$ cat src/rtl/johnson_phase_decoder_if.sv
// johnson_phase_decoder_if
//   Bundle between the upstream Johnson counter / controller and the decoder.
//   master : drives Q_in, En, ErrClr; observes the decoded outputs.
//   slave  : the decoder side (samples inputs, drives all outputs).
//   REV_W  : width of RevCnt; must match the decoder's REV_W.
interface johnson_phase_decoder_if #(
    parameter int REV_W = 8
);
    logic [4:0]       Q_in;
    logic             En;
    logic             ErrClr;
    logic [9:0]       Phase;
    logic [3:0]       PhaseIdx;
    logic             Valid;
    logic             Wrap;
    logic [REV_W-1:0] RevCnt;
    logic             IllegalErr;
    logic             StepErr;

    modport master (
        output Q_in, En, ErrClr,
        input  Phase, PhaseIdx, Valid, Wrap, RevCnt, IllegalErr, StepErr
    );

    modport slave (
        input  Q_in, En, ErrClr,
        output Phase, PhaseIdx, Valid, Wrap, RevCnt, IllegalErr, StepErr
    );
endinterface

$ cat src/rtl/johnson_phase_decoder.sv
// johnson_phase_decoder
//   Decodes the 5-bit Johnson ring counter state into a registered one-hot
//   10-phase vector and binary index, counts completed revolutions and keeps
//   sticky integrity flags.
//
//   Ports:
//     Clk        clock (same domain as the upstream counter)
//     Reset      asynchronous, active-high reset
//     bus.slave  Q_in/En/ErrClr in; Phase, PhaseIdx, Valid, Wrap, RevCnt,
//                IllegalErr, StepErr out (all registered)
//
//   Build option: define JDEC_STEP_CHECK_EN to compile in the out-of-sequence
//   step checker; otherwise StepErr is tied to 0.
module johnson_phase_decoder #(
    parameter int REV_W = 8
) (
    input  logic                    Clk,
    input  logic                    Reset,
    johnson_phase_decoder_if.slave  bus
);

    logic             legal;
    logic [3:0]       idx;
    logic             wrap_now;
    logic             ill_now;

    logic [9:0]       phase_q;
    logic [3:0]       idx_q;
    logic             valid_q;
    logic             wrap_q;
    logic [REV_W-1:0] rev_q;
    logic             ill_err_q;

    // Code -> index lookup; anything outside the 10-state ring is illegal.
    always_comb begin
        legal = 1'b1;
        idx   = 4'd0;
        case (bus.Q_in)
            5'b00000: idx = 4'd0;
            5'b00001: idx = 4'd1;
            5'b00011: idx = 4'd2;
            5'b00111: idx = 4'd3;
            5'b01111: idx = 4'd4;
            5'b11111: idx = 4'd5;
            5'b11110: idx = 4'd6;
            5'b11100: idx = 4'd7;
            5'b11000: idx = 4'd8;
            5'b10000: idx = 4'd9;
            default: begin
                legal = 1'b0;
                idx   = 4'hF;
            end
        endcase
    end

    // idx_q/valid_q double as the previous-sample register: they update on
    // exactly the same enabled edges, so a separate copy would be identical.
    assign wrap_now = bus.En & valid_q & (idx_q == 4'd9) & legal & (idx == 4'd0);
    assign ill_now  = bus.En & ~legal;

    always_ff @(posedge Clk or posedge Reset) begin
        if (Reset) begin
            phase_q   <= '0;
            idx_q     <= '0;
            valid_q   <= 1'b0;
            wrap_q    <= 1'b0;
            rev_q     <= '0;
            ill_err_q <= 1'b0;
        end else begin
            wrap_q    <= wrap_now;
            // Set has priority over clear so a same-edge error is never lost.
            ill_err_q <= (ill_err_q & ~bus.ErrClr) | ill_now;
            if (bus.En) begin
                phase_q <= legal ? (10'b1 << idx) : 10'b0;
                idx_q   <= idx;
                valid_q <= legal;
                if (wrap_now)
                    rev_q <= rev_q + REV_W'(1);
            end
        end
    end

`ifdef JDEC_STEP_CHECK_EN
    logic       step_err_q;
    logic [3:0] succ;
    logic       step_bad;

    // Only checked against a legal previous sample: the first sample after
    // reset or after an illegal code resynchronises silently.
    assign succ     = (idx_q == 4'd9) ? 4'd0 : idx_q + 4'd1;
    assign step_bad = bus.En & valid_q & legal & (idx != idx_q) & (idx != succ);

    always_ff @(posedge Clk or posedge Reset) begin
        if (Reset)
            step_err_q <= 1'b0;
        else
            step_err_q <= (step_err_q & ~bus.ErrClr) | step_bad;
    end

    assign bus.StepErr = step_err_q;
`else
    assign bus.StepErr = 1'b0;
`endif

    assign bus.Phase      = phase_q;
    assign bus.PhaseIdx   = idx_q;
    assign bus.Valid      = valid_q;
    assign bus.Wrap       = wrap_q;
    assign bus.RevCnt     = rev_q;
    assign bus.IllegalErr = ill_err_q;

endmodule

$ cat src/flat_wrapper.sv
// flat-port wrapper written by rule: the top's interface ports become plain ports
module johnson_phase_decoder_flat 
#(
    parameter int REV_W = 8
)
  (Clk, Reset, bus_Q_in, bus_En, bus_ErrClr, bus_Phase, bus_PhaseIdx, bus_Valid, bus_Wrap, bus_RevCnt, bus_IllegalErr, bus_StepErr);
  johnson_phase_decoder_if #(.REV_W(REV_W)) bus_i ();
  input  logic Clk;
  input  logic Reset;
  input wire logic [$bits(bus_i.Q_in)-1:0] bus_Q_in;
  input wire logic [$bits(bus_i.En)-1:0] bus_En;
  input wire logic [$bits(bus_i.ErrClr)-1:0] bus_ErrClr;
  output wire logic [$bits(bus_i.Phase)-1:0] bus_Phase;
  output wire logic [$bits(bus_i.PhaseIdx)-1:0] bus_PhaseIdx;
  output wire logic [$bits(bus_i.Valid)-1:0] bus_Valid;
  output wire logic [$bits(bus_i.Wrap)-1:0] bus_Wrap;
  output wire logic [$bits(bus_i.RevCnt)-1:0] bus_RevCnt;
  output wire logic [$bits(bus_i.IllegalErr)-1:0] bus_IllegalErr;
  output wire logic [$bits(bus_i.StepErr)-1:0] bus_StepErr;
  assign bus_i.Q_in = bus_Q_in;
  assign bus_i.En = bus_En;
  assign bus_i.ErrClr = bus_ErrClr;
  assign bus_Phase = bus_i.Phase;
  assign bus_PhaseIdx = bus_i.PhaseIdx;
  assign bus_Valid = bus_i.Valid;
  assign bus_Wrap = bus_i.Wrap;
  assign bus_RevCnt = bus_i.RevCnt;
  assign bus_IllegalErr = bus_i.IllegalErr;
  assign bus_StepErr = bus_i.StepErr;
  johnson_phase_decoder #(.REV_W(REV_W)) u_core (.Clk(Clk), .Reset(Reset), .bus(bus_i));
endmodule
$ cat config.mk
export PLATFORM = sky130hd
export DESIGN_NAME = johnson_phase_decoder_flat
export DESIGN_NICKNAME = d
export VERILOG_FILES = /design/src/rtl/johnson_phase_decoder_if.sv /design/src/rtl/johnson_phase_decoder.sv /design/src/flat_wrapper.sv
export SDC_FILE = /design/constraint.sdc
export NUM_CORES = 1
export LEC_CHECK = 0
export CAP_MARGIN = 20
export CORE_MARGIN = 5
export CORE_UTILIZATION = 42
export DETAILED_ROUTE_END_ITERATION = 8
export PLACE_DENSITY = 0.74
export RECOVER_POWER = 50
export SLEW_MARGIN = 10
export SYNTH_ARGS = -nofsm -noshare
export SYNTH_HDL_FRONTEND = slang
export SYNTH_SLANG_ARGS = --single-unit
$ cat constraint.sdc
create_clock -name Clk -period 1.3 [get_ports Clk]
set_input_delay 0.195 -clock Clk [delete_from_list [all_inputs] [get_ports Clk]]
set_output_delay 0.195 -clock Clk [all_outputs]
set_load 0.05 [all_outputs]
==> metrics.md <==
| Metric | Value |
|---|---|
| Clk buf depth | `2` |
| Root Driver | `clkbuf_4` |
| Flop pwr share | `50.2%` |
| Cell chain of the critical path | `and4bb_2 > nand4_4 > nor3_1 > xor2_1` |
| Layout cells sized above 1 | `41.8%` |
| Largest net degree at the start of global routing | `26` |
| Initial DRC count | `32` |
| Max_cap viols | `0` |
| CP max stage delay | `0.43 ns` |
| Crit. Startpoint | `u_core.bus.PhaseIdx[1]` |
| Fin. max-slew vios | `0` |
| Core Box Area | `3000 um2` |
| Pleak | `~0.00097 uW` |
| Primary FF master, synth | `dfrtp_1` |
| Die H | `65.3 um` |
| CTS buffer count | `3` |
| Reg2reg end | `u_core.bus.RevCnt[5]` |
| Fin Hold WS | `0.363 ns` |
| Hold buffers post-CTS | `0` |
| Post-route setup slack | `-0.121 ns` |
| Worst slew pin tran | `0.626 ns` |
| Tcrit/Tclk final | `109%` |
| Synth async-reset ratio | `100%` |
| # diodes | `0` |
| Crit Path Max Fanout | `5` |
| H-tree levels | `1` |
| Placement Setup Slack | `-0.637 ns` |
| Worst reg2reg setup slack | `-0.12 ns` |
| Starting Density | `42.7%` |
| Failing checks | `setup timing` |
| Final hold vios | `0` |
| Crit. End Element | `flop` |
| Status | `complete, but fails checks` |
| DR WL/cell | `16.2 um` |
| Design Power | `1670 uW` |
| Post-synth top area share | `between 40% and 50%` |
| Total GRT Usage | `between 10% and 20%` |
| Synth area leader | `dfrtp_1` |
| WS Path Type | `flop to flop` |
| Syn Nets | `around 140` |
| Num rows | `20` |
| Antenna violations before repair | `0` |
| Post-route minimum period | `1.42 ns` |
| CTS tree | `built` |
| Crit path capture | `u_core.bus.RevCnt[5]` |
| Yosys warns | `0` |
| Syn_area_per_cell | `10.2 um2` |
| EDFF count, synth | `0` |
| Die area | `~4300 um2` |
| Synthesized flop and latch total | `25` |
| I/O Buffers | `33` |
| Gr ovfl total | `0` |
| Logic gate share of total power | `28.5%` |
| Tightest Hold Check Type | `input port to flop` |
| Required time of the worst setup path | `approximately 1.5 ns` |
| Clock skew | `around 0.016 ns` |
| Vias in the first global route | `roughly 1200` |
| Psw | `between 500 and 600 uW` |
| Clock group share of total power | `21.3%` |
| Placed Cells | `207` |
| Max Freq | `approximately 700 MHz` |
| Antenna Nets Post-Route | `0` |
| PwrDens | `between 800 and 900 nW/um2` |
| Nets@finish | `195` |
| Synth Cell Area | `1280 um2` |
| Sum of negative setup slack | `-0.665 ns` |
| Placer Congestion | `about 0.97` |
| Max-slew headroom | `between 50% and 60%` |
| Chip width | `65.3 um` |
| R2r worst-path depth | `4` |
| Clk Latency, worst-skew pair | `0.32 ns` |
| Crit path launch type | `flop` |
| Hpwl dp | `2660 um` |
| DRC | `0` |
| I/O pin cnt | `35` |
| Switching fraction of total power | `31.1%` |
| Clk slew on worst S/H paths | `about 0.15 ns` |
| Routed WL | `3510 um` |
| Sink Count | `25` |
| Post-Layout Cell Count | `217` |
| Via/cell ratio | `5.38` |
| First-pass GRT wire length | `6000 um` |
| Final setup violation count | `8` |
| Area growth syn-to-layout | `60.0%` |
| Peak supply drop | `391 uV` |
| Synth cell types | `40` |
| Synth top area cells | `dfrtp_1 (49%), inv_1 (4.7%), nand2_1 (3.5%)` |
| Via Count | `1168` |
| Critical path arrival | `1.66 ns` |
| CP max stage cell | `dfrtp_2` |
| RSZ-0062 raised after global routing | `true` |
| Reg2reg start | `u_core.bus.PhaseIdx[1]` |
| Sequential fraction of the synthesis area | `around 49%` |
| Cell-internal power | `1150 uW` |
| Cells after Synth | `126` |
| Pre-antenna DRT Iters | `4` |
-- through the flow --
| stage | util (%) | area [um2] |
|---|---|---|
| final | 68.3 | 2050 |
| after global routing | 68.3 | 2050 |
| after CTS | 69.8 | 2100 |
| after detailed placement | 67.6 | 2030 |
| after global placement | 67.6 | 2030 |
| after floorplan | - | 1290 |
-- power by group through the flow --
stage,Clock [uW],Combinational [uW],Sequential (uW)
3_5_place_dp,0,473,853
6_report,355,475,838
5_1_grt,385,503,842
4_1_cts,350,479,838
2_1_floorplan,0,132,948
3_3_place_gp,0,460,852
-- state kept, by name (all words and copies together), names as in the netlist --
name / count
u_core.bus.PhaseIdx: 4
u_core.bus.Wrap: 1
u_core.bus.IllegalErr: 1
u_core.bus.Valid: 1
u_core.bus.RevCnt: 8
u_core.bus.Phase: 10
-- cells in the mapped netlist (all sizes together) (3+ instances only) --
cell	n
dfrtp	25
inv	16
nand2	12
o22ai	7
buf	6
o21ai	6
nor2	5
nand4	4
xnor2	4
a31oi	3
mux2i	3
nor3	3
xor2	3
-- area by class of cell --
cell class	instances	area, um2
timing repair buffer	62	727
sequential	25	631
clock buffer	4	26.3
fill	228	951
multi-input combinational	77	567
inverter	16	60.1
tap	33	41.3
-- cell families (layout without fill, tap and decap cells) --
group	after synthesis	in the layout	synth area share (%)
adder cells (fa/ha/maj)	1	1	0.975
XOR/XNOR	7	7	4.78
multiplexers	4	4	3.22
other	1	1	0.292
AND/OR/NAND/NOR	38	38	19.5
AO/OA/AOI/OAI	26	26	13.8
buffers and inverters	24	82	8.68
flip-flops	25	25	48.8
-- routing by layer --
layer | GRT usage, % | routed length, um | vias up
met3 | 2.74 | 144 | 8
met5 | 0 | 0 | -
li1 | - | - | 549
met1 | 21.3 | 1450 | 568
met2 | 33.2 | 1880 | 43
met4 | 5.18 | 34 | 0
-- worst max-delay path: cells and delay by family, from the launching register on --
kind                      cells  cell delay (ns)
xor gates and xnor gates      1             0.18
DFF                           1             0.43
and+or+nand+nor               3             0.74
-- how the worst min path moves through the flow --
stage / startpoint / end / slack [ns] / cells after the start
global route: bus_Q_in[4] / u_core.bus.PhaseIdx[3] / 0.37 / 4
floorplan: Reset / u_core.bus.IllegalErr / 0.22 / 1
global placement: u_core.bus.RevCnt[7] / u_core.bus.RevCnt[7] / 0.52 / 1
detailed placement: u_core.bus.RevCnt[7] / u_core.bus.RevCnt[7] / 0.55 / 1
finish: bus_Q_in[4] / u_core.bus.PhaseIdx[3] / 0.36 / 4
CTS: Reset / u_core.bus.RevCnt[7] / 0.24 / 3
-- cells in the final DEF (no fill, tap or decap), drive strengths merged, types with 2 or more instances in the layout --
master	count
buf	49
dfrtp	25
inv	16
nand2	12
clkbuf	11
o22ai	7
o21ai	6
nor2	5
xnor2	4
nand4	4
nor3	3
xor2	3
mux2i	3
a31oi	3
nor4	2
nand3	2
o21a	2
a221o	2
clkdlybuf4s50	2
dlygate4sd2	2
nand2b	2
-- timing repair --
action                                  CTS  global route
gates cloned                              1             0
endpoints found under the setup margin   22            14
gates resized for setup                   6            11
buffers inserted                          4             1
pin swaps                                 7             6
No activity file was read; power rests on OpenSTA's default activity.
